### src/rtl/uart_pkg.sv
// Shared UART constants and helpers used by the RX and TX side controllers.
package uart_pkg;

    localparam int unsigned EOF_BIT              = 8;
    localparam int unsigned DEFAULT_IDLE_TIMEOUT = 320;
    localparam int unsigned STATS_CNT_WIDTH      = 16;
    localparam int unsigned SAT_W                = 32;

    // Increment that sticks at max_val instead of wrapping.
    function automatic logic [SAT_W-1:0] sat_inc(input logic [SAT_W-1:0] val,
                                                 input logic [SAT_W-1:0] max_val);
        return (val == max_val) ? val : val + SAT_W'(1);
    endfunction

endpackage

### src/rtl/uart_idle_timer.sv
// Idle-line counter: counts enabled cycles up to TIMEOUT-1 and flags the cycle
// in which it reaches that value. Shared by the RX and TX controllers.
module uart_idle_timer
    import uart_pkg::*;
#(
    parameter int unsigned TIMEOUT = DEFAULT_IDLE_TIMEOUT
) (
    input  logic clk_in,
    input  logic n_rst,
    input  logic clr_i,
    input  logic en_i,
    output logic tc_c_o
);

    localparam int unsigned CW = $clog2(TIMEOUT);
    localparam logic [CW-1:0] LAST     = CW'(TIMEOUT - 1);
    localparam logic [CW-1:0] PRE_LAST = CW'(TIMEOUT - 2);

    logic [CW-1:0] count_q, count_d;

    always_comb begin
        count_d = count_q;
        if (clr_i) begin
            count_d = '0;
        end else if (en_i && (count_q != LAST)) begin
            count_d = count_q + CW'(1);
        end
    end

    // Terminal flag coincides with the edge that loads LAST.
    assign tc_c_o = en_i & ~clr_i & (count_q == PRE_LAST);

    always_ff @(posedge clk_in or negedge n_rst) begin
        if (!n_rst) begin
            count_q <= '0;
        end else begin
            count_q <= count_d;
        end
    end

endmodule

### src/rtl/uart_rx_ctrl.sv
// UART receive controller: stages bytes into the RX FIFO, inserts end-of-frame
// markers after idle gaps. Statistics counters built only with UART_RX_CTRL_STATS_EN.
module uart_rx_ctrl
    import uart_pkg::*;
#(
    parameter int unsigned DATA_BITS    = EOF_BIT,
    parameter int unsigned IDLE_TIMEOUT = DEFAULT_IDLE_TIMEOUT,
    parameter int unsigned CNT_WIDTH    = STATS_CNT_WIDTH
) (
    input  logic                 clk_in,
    input  logic                 n_rst,
    input  logic                 enable,
    input  logic                 clr_stats,
    input  logic                 rx_valid,
    input  logic [DATA_BITS-1:0] rx_data,
    input  logic                 rx_ready,
    input  logic                 fifo_full,
    output logic                 fifo_wr,
    output logic [DATA_BITS:0]   fifo_wdata,
    output logic [CNT_WIDTH-1:0] overrun_cnt,
    output logic [CNT_WIDTH-1:0] frame_cnt,
    output logic                 busy
);

    localparam int unsigned WORD_W = DATA_BITS + 1;

    logic              stage_valid_q, stage_valid_d;
    logic [WORD_W-1:0] stage_word_q, stage_word_d;
    logic              frame_open_q, frame_open_d;
    logic              eof_pend_q, eof_pend_d;

    logic accept, stage_free, capture, overrun, insert_marker;
    logic timer_en, timer_clr, timer_tc;

    // Stage handshake; a draining stage counts as free so throughput is one word per cycle.
    always_comb begin
        fifo_wr       = stage_valid_q & ~fifo_full;
        accept        = rx_valid & enable;
        stage_free    = ~stage_valid_q | fifo_wr;
        capture       = accept & stage_free;
        overrun       = accept & ~stage_free;
        insert_marker = eof_pend_q & stage_free & ~capture;
        timer_en      = enable & frame_open_q & rx_ready & ~rx_valid & ~eof_pend_q;
        timer_clr     = rx_valid | ~rx_ready | ~enable;
    end

    assign fifo_wdata = stage_word_q;
    assign busy       = stage_valid_q | frame_open_q;

    uart_idle_timer #(
        .TIMEOUT (IDLE_TIMEOUT)
    ) u_idle_timer (
        .clk_in (clk_in),
        .n_rst  (n_rst),
        .clr_i  (timer_clr),
        .en_i   (timer_en),
        .tc_c_o (timer_tc)
    );

    // Data wins over the marker; a pending marker simply waits one more cycle.
    always_comb begin
        stage_valid_d = stage_valid_q;
        stage_word_d  = stage_word_q;
        frame_open_d  = frame_open_q;
        eof_pend_d    = eof_pend_q;
        if (capture) begin
            stage_valid_d = 1'b1;
            stage_word_d  = {1'b0, rx_data};
        end else if (insert_marker) begin
            stage_valid_d = 1'b1;
            stage_word_d  = {1'b1, {DATA_BITS{1'b0}}};
        end else if (fifo_wr) begin
            stage_valid_d = 1'b0;
        end
        if (capture) begin
            frame_open_d = 1'b1;
        end else if (insert_marker) begin
            frame_open_d = 1'b0;
        end
        if (insert_marker) begin
            eof_pend_d = 1'b0;
        end else if (timer_tc || (!enable && frame_open_q)) begin
            eof_pend_d = 1'b1;
        end
    end

    always_ff @(posedge clk_in or negedge n_rst) begin
        if (!n_rst) begin
            stage_valid_q <= 1'b0;
            stage_word_q  <= '0;
            frame_open_q  <= 1'b0;
            eof_pend_q    <= 1'b0;
        end else begin
            stage_valid_q <= stage_valid_d;
            stage_word_q  <= stage_word_d;
            frame_open_q  <= frame_open_d;
            eof_pend_q    <= eof_pend_d;
        end
    end

`ifdef UART_RX_CTRL_STATS_EN
    localparam logic [SAT_W-1:0] CNT_MAX = SAT_W'({CNT_WIDTH{1'b1}});

    logic [CNT_WIDTH-1:0] overrun_cnt_q, overrun_cnt_d;
    logic [CNT_WIDTH-1:0] frame_cnt_q, frame_cnt_d;
    logic                 marker_push;

    // Clear beats increment; both counters saturate.
    always_comb begin
        overrun_cnt_d = overrun_cnt_q;
        frame_cnt_d   = frame_cnt_q;
        marker_push   = fifo_wr & stage_word_q[DATA_BITS];
        if (clr_stats) begin
            overrun_cnt_d = '0;
            frame_cnt_d   = '0;
        end else begin
            if (overrun) begin
                overrun_cnt_d = CNT_WIDTH'(sat_inc(SAT_W'(overrun_cnt_q), CNT_MAX));
            end
            if (marker_push) begin
                frame_cnt_d = CNT_WIDTH'(sat_inc(SAT_W'(frame_cnt_q), CNT_MAX));
            end
        end
    end

    always_ff @(posedge clk_in or negedge n_rst) begin
        if (!n_rst) begin
            overrun_cnt_q <= '0;
            frame_cnt_q   <= '0;
        end else begin
            overrun_cnt_q <= overrun_cnt_d;
            frame_cnt_q   <= frame_cnt_d;
        end
    end

    assign overrun_cnt = overrun_cnt_q;
    assign frame_cnt   = frame_cnt_q;
`else
    logic unused_stats;
    assign unused_stats = clr_stats ^ overrun;
    assign overrun_cnt  = '0;
    assign frame_cnt    = '0;
`endif

endmodule

### config.mk
export PLATFORM = sky130hd
export DESIGN_NAME = uart_rx_ctrl
export DESIGN_NICKNAME = d
export VERILOG_FILES = /design/src/rtl/uart_pkg.sv /design/src/rtl/uart_idle_timer.sv /design/src/rtl/uart_rx_ctrl.sv
export SDC_FILE = /design/constraint.sdc
export NUM_CORES = 1
export LEC_CHECK = 0
export CORE_MARGIN = 2
export CORE_UTILIZATION = 37
export CTS_BUF_LIST = sky130_fd_sc_hd__clkbuf_16
export CTS_CLUSTER_DIAMETER = 100
export CTS_CLUSTER_SIZE = 8
export DETAILED_ROUTE_END_ITERATION = 8
export PLACE_DENSITY_LB_ADDON = 0.2
export RECOVER_POWER = 25
export SLEW_MARGIN = 20
export SYNTH_ARGS = -nofsm -noshare
export SYNTH_HDL_FRONTEND = slang
export SYNTH_SLANG_ARGS = --single-unit
### constraint.sdc
create_clock -name clk_in -period 1.5 [get_ports clk_in]
set_input_delay 0.225 -clock clk_in [delete_from_list [all_inputs] [get_ports clk_in]]
set_output_delay 0.225 -clock clk_in [all_outputs]
set_load 0.02 [all_outputs]
== Yosys cells after proc, flatten, opt, wreduce, memory -nomap -nowiden ==
Cells that the tools add are included.
Widths: inputs -> output; s select.

* Output and inout bits: 43
* Flip-flop bits (word level): 21
* Input bits: 15

* Reduce and logical (&&, ||, !) cells: 8
* Add/sub/neg operators: 1
* Bitwise operators: 23
* Equality and inequality tests: 2
* Multiplexer cells: 11

{| class="wikitable"
|+ Operators with widths
! operator !! number
|-
| $mux 9 || 4
|-
| $and 1x1->1 || 11
|-
| $add 9x1->9 const B || 1
|-
| $eq 9x9->1 const B || 1
|-
| $ne 9x9->1 const B || 1
|-
| $not 1->1 || 8
|-
| $mux 1 || 7
|-
| $reduce_bool 2->1 || 3
|-
| $or 1x1->1 || 4
|-
| $reduce_bool 3->1 || 1
|-
| $logic_and 1x1->1 || 2
|-
| $logic_not 1->1 || 1
|-
| $logic_or 1x1->1 || 1
|}

== Depth between registers and ports, before layout ==
* Depth after elaboration: 9
* Depth in mapped cells: 5

== Modules after synthesis ==
From an unflattened synthesis, not the netlist that was laid out.

* Cells, all modules: 125
* Area total of the unflattened synthesis: 1239.9 sq um

{| class="wikitable"
|+ By module, submodules not included
! module !! seq. area each (sq um) !! area each (sq um) !! times used !! cells an instance
|-
| uart_rx_ctrl || 300.3 || 735.7 || 1 || 70
|-
| uart_idle_timer || 225.2 || 504.2 || 1 || 55
|}

== Worst setup path after synthesis ==
OpenSTA, ideal clock, no wires.

* Kind: register -> register
* From: register u_idle_timer.count_q[0]
* To: register u_idle_timer.count_q[5]
* Stages on the path, launching flop included: 5
* Slack: -0.030 ns
* Required time: 1.421 ns
* Clock period less this slack: 1.530 ns
* Data arrival time: 1.451 ns
* Cells stage by stage: dfrtp_1 > ha_1 > and4bb_2 > a2111oi_4 > mux2i_1

* Longest elaborated chain between the ends: 3

{| class="wikitable"
|+ Ends and longest elaborated chain
! what !! line !! RTL
|-
| start, declared || uart_idle_timer.sv:19 || <nowiki>logic [CW-1:0] count_q, count_d;</nowiki>
|-
| start signal, assigned || uart_idle_timer.sv:37 || <nowiki>count_q <= count_d;</nowiki>
|-
| $add 9x1->9 or $ne 9x9->1 (tied branches) || uart_idle_timer.sv:26, uart_idle_timer.sv:25 ||
|-
| $mux 9 or $logic_and 1x1->1 (tied branches) || uart_idle_timer.sv:25 || <nowiki>end else if (en_i && (count_q != LAST)) begin</nowiki>
|-
| $mux 9 or $reduce_bool 2->1 (tied branches) || -- ||
|}

Parallel ways exist; a longest one is shown, timed or not. The select of a mux whose other input is x is not followed.
A chain may end at the register's enable or synchronous reset.

== Worst setup path after layout ==
Same ends and word-level chain as after synthesis.

==> impl_metrics.csv <==
group,metric,value,unit
outcome,status,"finished clean",
timing,max_freq,677.3,MHz
cts,clock_latency,0.26,ns
route,ant_nets,0,
synthesis,yosys_warnings,0,
timing,setup_viol,0,
synthesis,yosysTopAreaCell,"dfrtp_1",
synthesis,syn_avg_cell_area,10.21,sq um
synthesis,synthCells,127,
job,cap_violations,0,
grt,antenna_found_initial,0,
die,dieArea,0.003993,sq mm
grt,grt.overflow.total,0,
cts,cts_buffers,3,
power_and_ir_drop,p_per_area,1343,mW/mm^2
grt,grt_pass1_wl,3.967,mm
synthesis,synth.most_common_cell,"buf_4",
worst_setup_path,crit_required,1.68,ns
place,port_buffers,24,
synthesis,synth_common_cells,"buf_4, dfrtp_1, nor2_1, a22o_1, xnor2_1",
synthesis,synthArstFlopShare,100.0,%
synthesis,ys_ff_latch,21,
layout,area_growth,25.68,%
timing,post-route-min-period,1.476,ns
die,core-area,0.003363,sq mm
cts,cts_root_buf,"clkbuf_16",
route,dr_wl_met2,1.139,mm
worst_setup_path,end_kind,"flop",
die,io_pins,58,
timing,whs,0.4628,ns
die,start_util,38.54,%
worst_setup_path,critPathMaxFanout,3,
die,row_count,21,
power_and_ir_drop,ir_drop,0.7450,mV
synthesis,synth_cell_types,37,
cts,cts.clk_slew.worst_paths,0.06,ns
route,routed_wl,2.351,mm
worst_setup_path,crit_type,"flop to flop",
layout,diodes,0,
worst_hold_path,min_path_type,"input port to asynchronous set/reset pin",
place,gp_congestion,0.7264,
synthesis,ys_seq_area_share,40.54,%
route,drcViolationCount,0,
timing,report.final.slew_viol_count,0,
timing,period_share,98.43,%
grt,grt_usage,12.82,%
die,fp.dieW,63.19,um
route,vias,908,
synthesis,synth-edff-count,0,
grt,grt_pass1_vias,860,
route,maxUsedRoutingLayer,"met4",
power_and_ir_drop,p_leak,0.7806,nW
timing,slew_headroom,65.46,%
synthesis,synth_ff_type,"dfrtp_1",
synthesis,synth_top_cell_area_share,40.54,%
cts,clockBufferDepth,2,
place,hpwlAfterDp,1.855,mm
route,wire_per_inst,11.20,um
cts,cts_tree,"yes",
synthesis,yosys-top-cells-area,"dfrtp_1, buf_4, a22o_1",
worst_setup_path,crit_arrival,1.65,ns
route,m1WireLength,977,um
route,routed_via_density,4.324,
layout,drive_gt1_share,18.29,%
timing,rsz0062_at_grt,"true",
timing,hold_viol,0,
route,drt-initial-drc-count,35,
route,wl_met3,194,um
timing,clock_skew,0.002123,ns
route,drt-pass1-iter-count,5,
layout,final_nets,182,
worst_setup_path,worstSetupStartpointType,"flop",
cts,htreeDepth,1,
grt,grt_max_degree,22,
die,die_y,63.19,um
cts,cts_sinks,21,
layout,postLayoutCoreUtil,48.44,%
timing,max_slew.worst_pin.slew,0.5182,ns
synthesis,syn_area,0.001296,sq mm
==> path summary, 6_finish.rpt <==
check,depth (start not counted),startpoint,to,slack [ns]
setup / recovery,4,u_idle_timer.count_q[0],u_idle_timer.count_q[5],0.02
hold / removal,2,n_rst,eof_pend_q,0.46
setup reg to reg,4,u_idle_timer.count_q[0],u_idle_timer.count_q[5],0.02
hold reg to reg,1,fifo_wdata[0],fifo_wdata[0],0.50
max in group asynchronous,2,n_rst,u_idle_timer.count_q[3],0.68
min in group clk_in,1,fifo_wdata[0],fifo_wdata[0],0.50
==> kinds of logic after synthesis <==
group,Yosys count,synth area share (%)
flip-flops,21,40.54
buffers and inverters,40,21.62
multiplexers,2,1.544
AND/OR/NAND/NOR,33,14.96
other,1,0.2893
XOR/XNOR,6,4.054
adder cells (fa/ha/maj),2,1.930
AO/OA/AOI/OAI,22,15.06
==> area by class of cell <==
cell class / count / area [sq um]
Clock buffer: 3 / 75.07
Multi-Input combinational cell: 97 / 609.3
Fill cell: 350 / 1734
Tap cell: 46 / 57.56
Sequential cell: 21 / 525.5
Clock inverter: 1 / 5.005
Inverter: 4 / 15.01
Timing Repair Buffer: 38 / 341.6
==> flip-flops by register name, summed over array words and instances (netlist names) <==
register / flops
fifo_wdata: 9
u_idle_timer.count_q: 9
eof_pend_q: 1
frame_open_q: 1
stage_valid_q: 1
==> routing by layer <==
layer / track usage (%) / vias to the layer above
li1: - / 441
met1: 15.25 / 426
met2: 20.35 / 36
met3: 5.179 / 5
met4: 5.707 / 0
met5: 0 / -
==> stage by stage <==
step	instance area (sq um)	TNS, ns	power, mW	setup WS, ns	std cells
CTS	1632	0	2.233	0.002105	210
global route	1629	-0.09383	2.321	-0.08779	210
detailed placement	1553	-0.9555	1.659	-0.1676	206
finish	1629	0	2.188	0.02362	210
global placement	1553	-0.5754	1.643	-0.1044	206
floorplan	1415	0	1.324	0.04653	158
==> where the power goes <==
group | internal (mW) | total, mW | switching (mW)
registers | 0.692 | 0.776 | 0.0836
clock network | 0.358 | 0.566 | 0.207
logic | 0.396 | 0.847 | 0.451
total | 1.45 | 2.19 | 0.742
==> repair_timing <==
action	CTS	global route
buffers inserted	0	0
hold buffers	0	0
gates resized for setup	3	3
endpoints found under the setup margin	2	6
pin swaps	0	1
==> placed cells by master (no fill, tap or decap), types with 2 or more instances in the layout <==
master	count
buf_4	13
xnor2_1	6
a21oi_2	2
mux2i_1	2
clkbuf_16	3
a22o_1	8
conb_1	32
dfrtp_1	21
o21ai_0	2
inv_1	4
clkbuf_2	2
clkdlybuf4s50_1	19
nand4_1	2
nand3_1	2
a211oi_2	2
dlymetal6s2s_1	2
nor2_1	11
a21oi_1	3
nand2_1	5
==> critical path, cell delays in order, from the launching register on <==
cell and delay, ns:
dfrtp_1 0.38, ha_2 0.19, and4bb_2 0.28, a2111oi_4 0.32, mux2i_1 0.23
(Power assumes the default switching activity.)
